## src/rtl/hazard_control_unit.sv

```systemverilog
// Load-use stall and branch/jump flush control for the IF/ID and ID/EX pipeline registers,
// with saturating stall and flush performance counters.
module hazard_control_unit #(
  parameter int unsigned LOAD_STALL_CYCLES = 1,
  parameter int unsigned CNT_W             = 16
) (
  input  logic             clk,
  input  logic             reset,
  input  logic             idex_MemRead,
  input  logic [4:0]       idex_rt,
  input  logic [4:0]       ifid_rs,
  input  logic [4:0]       ifid_rt,
  input  logic             ifid_uses_rt,
  input  logic             ex_branch_taken,
  input  logic             ex_jump,
  input  logic             perf_clear,
  output logic             pc_write,
  output logic             ifid_write,
  output logic             ifid_flush,
  output logic             idex_bubble,
  output logic             stalled,
  output logic [CNT_W-1:0] stall_count,
  output logic [CNT_W-1:0] flush_count
);

  localparam int unsigned CW = $clog2(LOAD_STALL_CYCLES) + 1;

  typedef enum logic {RUN, STALL} state_e;

  state_e           state_q, state_d;
  logic [CW-1:0]    cnt_q, cnt_d;
  logic [CNT_W-1:0] stall_cnt_q, stall_cnt_d;
  logic [CNT_W-1:0] flush_cnt_q, flush_cnt_d;
  logic             hz;
  logic             redir;

  assign hz = idex_MemRead && (idex_rt != 5'd0) &&
              ((idex_rt == ifid_rs) || (ifid_uses_rt && (idex_rt == ifid_rt)));
  assign redir = ex_branch_taken || ex_jump;

  // State, remaining-stall counter and performance counters
  always_ff @(posedge clk or negedge reset) begin
    if (!reset) begin
      state_q     <= RUN;
      cnt_q       <= '0;
      stall_cnt_q <= '0;
      flush_cnt_q <= '0;
    end else begin
      state_q     <= state_d;
      cnt_q       <= cnt_d;
      stall_cnt_q <= stall_cnt_d;
      flush_cnt_q <= flush_cnt_d;
    end
  end

  // Mealy decode; redirect beats a pending or new stall
  always_comb begin
    pc_write    = 1'b1;
    ifid_write  = 1'b1;
    ifid_flush  = 1'b0;
    idex_bubble = 1'b0;
    stalled     = 1'b0;
    state_d     = state_q;
    cnt_d       = cnt_q;
    if (!reset) begin
      state_d = RUN;
      cnt_d   = '0;
    end else if (redir) begin
      ifid_flush  = 1'b1;
      idex_bubble = 1'b1;
      state_d     = RUN;
      cnt_d       = '0;
    end else if (state_q == STALL) begin
      pc_write    = 1'b0;
      ifid_write  = 1'b0;
      idex_bubble = 1'b1;
      stalled     = 1'b1;
      cnt_d       = cnt_q - CW'(1);
      if (cnt_q == CW'(1)) begin
        state_d = RUN;
      end
    end else if (hz) begin
      pc_write    = 1'b0;
      ifid_write  = 1'b0;
      idex_bubble = 1'b1;
      if (LOAD_STALL_CYCLES > 1) begin
        state_d = STALL;
        cnt_d   = CW'(LOAD_STALL_CYCLES - 1);
      end
    end
  end

  // Saturating counters; clear wins over increment
  always_comb begin
    stall_cnt_d = stall_cnt_q;
    flush_cnt_d = flush_cnt_q;
    if (perf_clear) begin
      stall_cnt_d = '0;
      flush_cnt_d = '0;
    end else begin
      if (!pc_write && !(&stall_cnt_q)) begin
        stall_cnt_d = stall_cnt_q + CNT_W'(1);
      end
      if (redir && !(&flush_cnt_q)) begin
        flush_cnt_d = flush_cnt_q + CNT_W'(1);
      end
    end
  end

  assign stall_count = stall_cnt_q;
  assign flush_count = flush_cnt_q;

endmodule

```

## config.mk

```make
export PLATFORM = sky130hd
export DESIGN_NAME = hazard_control_unit
export DESIGN_NICKNAME = d
export VERILOG_FILES = /design/src/rtl/hazard_control_unit.sv
export SDC_FILE = /design/constraint.sdc
export NUM_CORES = 1
export LEC_CHECK = 0
export ABC_CLOCK_PERIOD_IN_PS = 2300
export CAP_MARGIN = 30
export CORE_MARGIN = 3
export CORE_UTILIZATION = 40
export CTS_CLUSTER_SIZE = 8
export DETAILED_ROUTE_END_ITERATION = 7
export GPL_TIMING_DRIVEN = 0
export HOLD_SLACK_MARGIN = 0.12
export PLACE_DENSITY = 0.79
export SETUP_SLACK_MARGIN = 0.4
export SLEW_MARGIN = 15
export SYNTH_ARGS = -nofsm -noshare
export SYNTH_HDL_FRONTEND = slang
export SYNTH_SLANG_ARGS = --single-unit
```

## constraint.sdc

```tcl
create_clock -name clk -period 2.3 [get_ports clk]
set_input_delay 0.23 -clock clk [delete_from_list [all_inputs] [get_ports clk]]
set_output_delay 0.23 -clock clk [all_outputs]
set_load 0.01 [all_outputs]
```

==> impl_metrics.py, run 1 <==
metrics = {
    "synth": {
        "yosysWarnings": 0,
        "avgSynthCellArea_um2": 9.47,
        "synth_edf_count": 0,
        "syn_area_um2": 1970,
        "yosys-top-cells-area": "dfrtp_1 43%, xor2_1 8.4%, nor2_1 4.6%",
        "synth_area_leader_cell": "dfrtp_1",
        "synth.distinct_cells": 38,
        "synth_top_flop_cell": "dfrtp_1",
        "async_reset_ff_frac": 1.00,
        "syn_nets": 232,
        "syn_inst": 208,
        "synth_seq_area_share": 0.432,
        "ys_ff_latch": 34,
        "yosys.area.top_type_share": 0.432,
    },
    "critical_path": {
        "slowest_delay_ns": 0.41,
        "cpMaxStageDelayCell": "or4_4",
        "reg2reg_from": "stall_count[1]",
        "startpoint_type": "flip-flop",
        "path_max_fanout": 7,
        "cp-startpoint": "stall_count[1]",
        "crit_type": "reg -> reg",
        "cp_data_required_time_ns": 2.52,
        "critical_path.endpoint_type": "flip-flop",
        "crit_family": "simple AND/OR/NAND/NOR gates",
        "path_cells": "ha_2 -> and3_4 -> and4_4 -> nand3_4 -> nand3_4 -> buf_8 -> or4_4 -> a21oi_2",
        "crit_buf_inv": 1,
        "arrival_ns": 2.20,
        "cpMostUsedCell": "nand3_4",
    },
    "clocking": {
        "root_buffer": "clkbuf_8",
        "cts_tree": "done",
        "clk_pin_slew_worst_paths_ns": 0.07,
        "cts_buffer_depth": 2,
        "clkSinkCount": 34,
        "numCtsBuffers": 5,
        "insertion_delay_ns": 0.29,
        "htree_levels": 2,
    },
    "timing": {
        "slew_violations": 0,
        "worst_pin_slew_ns": 0.629,
        "setup_slack_ns": 0.318,
        "slew_headroom": 0.579,
        "fin_crit_ns": 1.98,
        "finalClockSkew_ns": 0.00421,
        "hold-worst-slack_ns": 0.438,
        "final.period_utilization": 0.862,
        "rsz0062_at_grt": "true",
        "setup_viol_count_final": 0,
        "max_freq_mhz": 505,
        "hold_viol_final": 0,
    },
    "hold_path": {
        "hold_path_class": "in -> reg",
        "holdCritStartpoint": "perf_clear",
    },
    "global_route": {
        "antenna_found_initial": 0,
        "track_usage": 0.223,
        "grt_overflow": 0,
        "grt_pass1_wl_mm": 10.4,
        "grt_max_degree": 21,
        "grt_pass1_vias": 2158,
    },
    "power_and_ir_drop": {
        "p_comb_frac": 0.161,
        "leakagePower_nw": 1.35,
        "power.internal_w": 0.000907,
        "peakVddDrop_v": 0.000248,
        "power_density_nw_per_um2": 373,
        "pwr-share-clk": 0.345,
        "p_sw_w": 0.000331,
        "p_seq_frac": 0.494,
        "total_power_w": 0.00124,
        "p_sw_frac": 0.267,
    },
    "final_layout": {
        "final_nets": 335,
        "layout-drive-gt1-share": 0.347,
        "final_cells": 376,
        "area_delta_synth_final_pct": 68.6,
        "post-route-util": 0.727,
        "fillCellCount": 308,
        "antenna_cells": 0,
    },
    "drt": {
        "dr.pass1.iters": 6,
        "drt_iter0_drc": 167,
        "wire_per_inst_um": 18.3,
        "drc_errors": 0,
        "vias": 2179,
        "vias_per_cell": 5.80,
        "routed_wl_mm": 6.89,
        "ant_nets": 0,
    },
    "die": {
        "chipWidth_um": 76.2,
        "fp.dieH_um": 76.2,
        "die_area_um2": 5800,
        "num_rows": 24,
        "io_pins": 59,
        "start_util": 0.431,
        "core_um2": 4560,
    },
    "place": {
        "gp_congestion": 0.804,
        "dp.cells": 331,
        "place_ws_ns": -0.694,
        "port_buffers": 57,
        "dpl.hpwl_mm": 3.74,
    },
    "job": {
        "cap_violations": 0,
    },
    "run_status": {
        "outcome": "completed",
    },
}
-- worst min-delay path, cell delays in order --
cell	delay, ns
clkbuf_1	0.19
nor2_1	0.14
mux2_2	0.15
-- cell usage in the layout (no fill, tap or decap), types with 2 or more instances in the layout --
cell type,count
nand4_1,9
buf_4,26
mux2_2,2
nand3_1,10
dfrtp_2,4
and3_4,3
dlygate4sd3_1,2
clkbuf_8,5
buf_2,7
buf_8,3
xnor2_1,6
nor2b_1,5
dlygate4sd2_1,6
a21oi_1,9
or4_1,6
o31ai_1,4
o21ai_0,5
buf_6,14
and4_4,3
nor4_4,2
clkdlybuf4s50_1,38
or4_4,2
nand3_4,2
or3_1,3
nand2_1,6
clkbuf_1,7
nand3_2,4
nor2_1,22
o31ai_2,2
xor2_1,17
nor2_2,2
a21oi_2,4
and3_1,9
dfrtp_1,30
-- metrics by stage --
step	TNS, ns	cell area (um^2)
2_1_floorplan	0	2030
3_3_place_gp	-19.89	2690
3_5_place_dp	-5.54	2700
4_1_cts	0	3120
5_1_grt	0	3320
6_report	0	3320
-- path summary, 6_finish.rpt --
check | depth (start not counted) | slack [ns] | to
worst max-delay path | 8 | 0.32 | stall_count[4]
worst min-delay path | 3 | 0.44 | stall_count[2]
worst max register to register | 8 | 0.32 | stall_count[4]
worst min register to register | 1 | 0.46 | state_q
max in group asynchronous | 2 | 1.32 | stall_count[10]
min in group asynchronous | 3 | 0.49 | flush_count[1]
-- cell usage after synthesis, drive strengths merged, types with 2 or more instances --
library cell   n
dfrtp         34
nor2          25
xor2          19
nand3         16
a21oi         13
and3          12
nand4          9
or4            8
nand2          7
o31ai          7
xnor2          7
clkbuf         6
nor2b          6
o21ai          6
and4           5
or3            4
buf            3
mux2           3
ha             2
nor3           2
nor4           2
-- logic make-up (layout without fill, tap and decap cells) --
kind of cell / after synthesis / after routing / synth area share
AOI/OAI and AO/OA: 34 / 35 / 0.116
adders and majority gates: 2 / 2 / 0.0127
buffers and inverters: 10 / 112 / 0.0254
and+or+nand+nor: 98 / 98 / 0.276
xor gates and xnor gates: 26 / 26 / 0.116
DFF: 34 / 34 / 0.432
muxes: 4 / 4 / 0.0222
-- layer usage --
metal / wire, um / share of wire / track usage / up-vias
li1: - / - / - / 970
met3: 543 / 0.079 / 0.0496 / 36
met2: 3400 / 0.49 / 0.386 / 116
met5: 0 / 0 / 0 / -
met1: 2660 / 0.39 / 0.267 / 1057
met4: 287 / 0.042 / 0.0960 / 0
-- flip-flops by register name (all words and copies together) (netlist names) --
register	count
flush_count	16
stall_count	16
cnt_q	1
state_q	1
-- power by group through the flow --
| stage | registers (W) | clock network (W) | logic [W] |
|---|---|---|---|
| 5_1_grt | 0.000612 | 0.000446 | 0.000214 |
| 6_report | 0.000611 | 0.000427 | 0.000200 |
| 3_3_place_gp | 0.000621 | 0 | 0.000139 |
| 2_1_floorplan | 0.000622 | 0 | 0.0000567 |
| 3_5_place_dp | 0.000621 | 0 | 0.000145 |
| 4_1_cts | 0.000610 | 0.000422 | 0.000175 |
-- repair_timing --
item                                    in CTS  in global routing
setup buffers                               26                  8
hold buffers                                 2                  0
cloned                                       0                  1
gates resized for setup                     82                 30
hold endpoints to repair                    14                  0
pin swaps                                   27                 20
endpoints found under the setup margin      31                 33
-- area by class of cell --
type	count	area [um^2]	share of cell area
Clock buffer	7	76.3	0.0230
Multi-Input combinational cell	165	1360	0.410
Timing Repair Buffer	95	871	0.262
Tap cell	65	81.3	0.0245
Buffer	9	71.3	0.0215
Inverter	1	3.75	0.00113
Sequential cell	34	856	0.258
(Power assumes the default switching activity.)
==> inputs of run 2 (changes only) <==
--- a/config.mk
+++ b/config.mk
@@ -9,12 +9,13 @@
 export CAP_MARGIN = 30
 export CORE_MARGIN = 3
 export CORE_UTILIZATION = 40
+export CTS_CLUSTER_DIAMETER = 100
 export CTS_CLUSTER_SIZE = 8
 export DETAILED_ROUTE_END_ITERATION = 7
 export GPL_TIMING_DRIVEN = 0
 export HOLD_SLACK_MARGIN = 0.12
 export PLACE_DENSITY = 0.79
-export SETUP_SLACK_MARGIN = 0.4
+export SETUP_SLACK_MARGIN = 0.15
 export SLEW_MARGIN = 15
 export SYNTH_ARGS = -nofsm -noshare
 export SYNTH_HDL_FRONTEND = slang
==> run 2 against run 1 <==
Global-route usage fell by 2.7 points. Clock power increased by 9.8%. First-iteration DRC count decreased by 24%. Cell count is 5.9% lower. Total power increased by 0.62%. Register-to-register slack lost 0.06 ns. Non-clock buffer count shrank 22. Clock-buffer cell count decreased by 1. Maximum frequency decreased by 6.0%.
==> impl_metrics.py, run 2 (synthesized netlist as in run 1, its figures left out) <==
metrics = {
    "run_status": {
        "outcome": "completed",
    },
    "clocking": {
        "cts_buffer_depth": 2,
        "numCtsBuffers": 5,
        "insertion_delay_ns": 0.29,
        "clk_pin_slew_worst_paths_ns": 0.07,
        "htree_levels": 2,
        "root_buffer": "clkbuf_8",
        "cts_tree": "done",
        "clkSinkCount": 34,
    },
    "drt": {
        "vias_per_cell": 5.64,
        "drt_iter0_drc": 127,
        "wire_per_inst_um": 15.8,
        "ant_nets": 0,
        "vias": 1995,
        "routed_wl_mm": 5.58,
        "dr.pass1.iters": 4,
        "drc_errors": 0,
    },
    "place": {
        "dpl.hpwl_mm": 3.64,
        "port_buffers": 57,
        "gp_congestion": 0.829,
    },
    "timing": {
        "fin_crit_ns": 2.11,
        "final.period_utilization": 0.916,
        "slew_violations": 0,
        "rsz0062_at_grt": "true",
        "setup_viol_count_final": 0,
        "hold_viol_final": 0,
        "worst_pin_slew_ns": 0.518,
        "slew_headroom": 0.655,
        "max_freq_mhz": 475,
        "finalClockSkew_ns": 0.00613,
    },
    "final_layout": {
        "ff_latch_area_um2": 851,
        "area_delta_synth_final_pct": 51.0,
        "final_nets": 312,
        "fillCellCount": 392,
        "layout-drive-gt1-share": 0.201,
        "antenna_cells": 0,
        "post-route-util": 0.651,
        "layout.cells.most_common": "clkdlybuf4s50_1",
        "final_cell_mix": "43 x clkdlybuf4s50_1, 34 x dfrtp_1, 24 x nor2_1",
        "multi_input_area_um2": 1200,
    },
    "critical_path": {
        "startpoint_type": "primary input",
        "crit_type": "in -> out",
        "cp.depth": 9,
        "path_cells": "dlygate4sd2_1 -> xor2_1 -> nor4_2 -> a32oi_2 -> o21ba_4 -> buf_6 -> buf_6 -> a21boi_2 -> buf_2",
        "crit_buf_inv": 4,
        "cp_data_required_time_ns": 2.07,
        "arrival_ns": 1.88,
        "slowest_delay_ns": 0.28,
        "r2r_cells": 8,
        "crit_family": "compound AO/OA/AOI/OAI gates",
        "path_max_fanout": 3,
        "r2r_setup_slack_ns": 0.26,
        "cpMostUsedCell": "buf_6",
        "cpMaxStageDelayCell": "nor4_2",
        "critical_path.endpoint_type": "primary output",
    },
    "job": {
        "cap_violations": 0,
    },
    "die": {
        "io_pins": 59,
        "die_area_um2": 5800,
        "chipWidth_um": 76.2,
        "fp.dieH_um": 76.2,
        "core_um2": 4560,
        "num_rows": 24,
        "start_util": 0.431,
    },
    "power_and_ir_drop": {
        "power_density_nw_per_um2": 419,
        "leakagePower_nw": 1.21,
        "peakVddDrop_v": 0.000253,
        "total_power_w": 0.00125,
    },
    "global_route": {
        "grt_pass1_wl_mm": 9.34,
        "grt_max_degree": 28,
        "grt_pass1_vias": 2053,
        "antenna_found_initial": 0,
        "track_usage": 0.196,
        "grt_overflow": 0,
    },
    "hold_path": {
        "hold_path_class": "in -> async",
    },
}
## run 2: metrics by stage
stage               setup TNS, ns  setup WS [ns]  area (um^2)  hold slack, ns  cells
finish                          0          0.193         2970           0.409    354
floorplan                       0          0.172         1980         -0.0656    208
global placement           -21.26          -1.45         2630           0.431    330
global route                    0          0.135         2970           0.436    354
CTS                             0          0.120         2920           0.381    352
detailed placement          -4.85         -0.726         2650          0.0997    331
## run 2: what timing repair did
action / in CTS / in global routing
gates resized for setup: 37 / 21
hold buffers: 3 / 0
hold endpoints to repair: 34 / 0
setup endpoints to repair: 19 / 9
pin swaps: 7 / 10
setup buffers: 10 / 2
## run 2: final timing paths
kind                           startpoint               to
max in group asynchronous           reset  stall_count[11]
hold reg to reg                     cnt_q          state_q
setup / recovery               ifid_rt[4]      idex_bubble
hold / removal                      reset   stall_count[6]
setup reg to reg           stall_count[0]   stall_count[4]
min in group clk                    reset            cnt_q
## run 2: power breakdown
| group | switching (W) | total [W] | internal [W] |
|---|---|---|---|
| Sequential | 0.00000677 | 0.000610 | 0.000603 |
| Clock | 0.000228 | 0.000469 | 0.000240 |
| Combinational | 0.0000857 | 0.000167 | 0.0000817 |
## run 2: area by class of cell
| type | instances | share of cell area |
|---|---|---|
| Buffer | 9 | 0.0215 |
| Clock buffer | 6 | 0.0278 |
| Clock inverter | 2 | 0.00421 |
| Inverter | 1 | 0.00126 |
| Multi-Input combinational cell | 164 | 0.402 |
| Sequential cell | 34 | 0.286 |
| Tap cell | 65 | 0.0274 |
| Timing Repair Buffer | 73 | 0.229 |
## run 2: per-layer routing
layer / wire (um) / up-vias / global-route usage / part of all wire
met5: 0 / - / 0 / 0
met4: 103 / 0 / 0.0670 / 0.018
met3: 313 / 16 / 0.0520 / 0.056
met2: 2750 / 95 / 0.326 / 0.49
met1: 2410 / 958 / 0.247 / 0.43
li1: - / 926 / - / -
==> inputs of run 3 (changes only) <==
--- a/config.mk
+++ b/config.mk
@@ -7,7 +7,6 @@
 export LEC_CHECK = 0
 export ABC_CLOCK_PERIOD_IN_PS = 2300
 export CAP_MARGIN = 30
-export CORE_MARGIN = 3
 export CORE_UTILIZATION = 40
 export CTS_CLUSTER_DIAMETER = 100
 export CTS_CLUSTER_SIZE = 8
==> run 3 against run 2 <==
Clock-buffer cell count is the same. Via count shrank 0.20%. Largest power group unchanged. Utilization shrank 1.7 points.
==> impl_metrics.py, run 3 (synthesized netlist as in run 1, its figures left out) <==
metrics = {
    "timing": {
        "worst_pin_slew_ns": 0.852,
        "slew_headroom": 0.430,
        "rsz0062_at_grt": "true",
        "slew_violations": 0,
        "hold_viol_final": 0,
        "final.period_utilization": 0.920,
        "setup_slack_ns": 0.184,
        "tns_ns": 0,
        "max_freq_mhz": 473,
        "fin_crit_ns": 2.12,
        "setup_viol_count_final": 0,
        "finalClockSkew_ns": 0.00482,
    },
    "clocking": {
        "cts_tree": "done",
        "root_buffer": "clkbuf_8",
        "htree_levels": 2,
        "numCtsBuffers": 5,
        "clk_pin_slew_worst_paths_ns": 0.07,
        "insertion_delay_ns": 0.30,
        "clkSinkCount": 34,
        "cts_buffer_depth": 2,
    },
    "final_layout": {
        "post-route-util": 0.635,
        "area_delta_synth_final_pct": 52.2,
        "antenna_cells": 0,
        "final_nets": 313,
        "layout.cells.most_common": "clkdlybuf4s50_1",
        "layout-drive-gt1-share": 0.200,
        "final_cell_area_um2": 3000,
        "final_cell_mix": "44 x clkdlybuf4s50_1, 34 x dfrtp_1, 24 x nor2_1",
    },
    "die": {
        "chipWidth_um": 72.2,
        "num_rows": 25,
        "start_util": 0.417,
        "core_um2": 4720,
        "io_pins": 59,
        "fp.dieH_um": 72.2,
        "die_area_um2": 5210,
    },
    "place": {
        "placed_area_um2": 2660,
        "dpl.hpwl_mm": 3.60,
        "port_buffers": 57,
        "place_ws_ns": -0.683,
        "gp_congestion": 0.799,
    },
    "critical_path": {
        "startpoint_type": "primary input",
        "path_cells": "clkdlybuf4s50_1 -> xor2_2 -> nor3_2 -> a32oi_2 -> o21ba_4 -> buf_6 -> buf_8 -> a21boi_4 -> buf_2",
        "critical_path.endpoint_type": "primary output",
        "arrival_ns": 1.89,
        "cpMaxStageDelayCell": "clkdlybuf4s50_1",
        "slowest_delay_ns": 0.46,
        "cp_data_required_time_ns": 2.07,
        "r2r_cells": 8,
        "path_max_fanout": 4,
        "crit_type": "in -> out",
    },
    "power_and_ir_drop": {
        "p_sw_w": 0.000335,
        "total_power_w": 0.00126,
        "p_comb_frac": 0.137,
        "peakVddDrop_v": 0.000271,
        "power_density_nw_per_um2": 421,
        "pwr-share-clk": 0.380,
        "p_seq_frac": 0.483,
        "p_sw_frac": 0.265,
        "leakagePower_nw": 1.23,
        "power.internal_w": 0.000927,
    },
    "drt": {
        "ant_nets": 0,
        "drt_iter0_drc": 123,
        "vias": 1991,
        "dr.pass1.iters": 4,
        "routed_wl_mm": 5.88,
        "vias_per_cell": 5.58,
        "wire_per_inst_um": 16.5,
        "drc_errors": 0,
    },
    "global_route": {
        "grt_overflow": 0,
        "grt_pass1_wl_mm": 8.87,
        "grt_pass1_vias": 1845,
        "track_usage": 0.224,
        "grt_max_degree": 18,
        "antenna_found_initial": 0,
    },
    "job": {
        "cap_violations": 0,
    },
    "hold_path": {
        "whs_path_depth": 3,
        "hold_path_class": "in -> reg",
    },
    "run_status": {
        "outcome": "completed",
    },
}
## run 3: path summary, 6_finish.rpt
check | startpoint | end | slack (ns)
worst max-delay path | ifid_rs[1] | idex_bubble | 0.18
worst min-delay path | perf_clear | stall_count[2] | 0.41
worst max register to register | stall_count[0] | stall_count[4] | 0.23
worst min register to register | cnt_q | state_q | 0.45
max in group asynchronous | reset | state_q | 0.97
min in group asynchronous | reset | stall_count[14] | 0.66
## run 3: power groups by stage
stage / combinational [W] / clock [W] / sequential [W]
floorplan: 0.0000545 / 0 / 0.000622
global placement: 0.000136 / 0 / 0.000621
detailed placement: 0.000143 / 0 / 0.000621
CTS: 0.000163 / 0.000482 / 0.000609
global route: 0.000186 / 0.000516 / 0.000610
finish: 0.000173 / 0.000480 / 0.000610
## run 3: layout make-up
class / count / area [um^2]
fill: 399 / 1730
multi-input combinational: 164 / 1210
sequential: 34 / 851
timing repair buffer: 74 / 684
tap: 67 / 83.8
clock buffer: 6 / 82.6
buffer: 9 / 67.6
clock inverter: 2 / 12.5
inverter: 1 / 3.75
## run 3: routing by layer
metal  vias up  global-route usage  part of all wire
met4         0               0.111             0.021
met3        13              0.0556             0.074
li1        926                   -                 -
met5         -                   0                 0
met2        94               0.354              0.48
met1       958               0.287              0.42
## run 3: metrics by stage
step                hold WS (ns)  std cells
floorplan                -0.0656        208
global placement           0.429        332
detailed placement         0.207        333
CTS                        0.407        354
global route               0.453        357
finish                     0.415        357
## run 3: repair_timing
action                     CTS  global route
hold endpoints to repair    17             0
setup buffers               11             3
pin swaps                    6             8
gates resized for setup     37            21
setup endpoints to repair   17            15
hold buffers                 2             0
## run 3: worst max-delay path, delay by kind of cell
| family | cells | cell delay (ns) |
|---|---|---|
| buffers and inverters | 4 | 0.84 |
| AO/OA/AOI/OAI | 3 | 0.52 |
| XOR/XNOR | 1 | 0.17 |
| AND/OR/NAND/NOR | 1 | 0.13 |
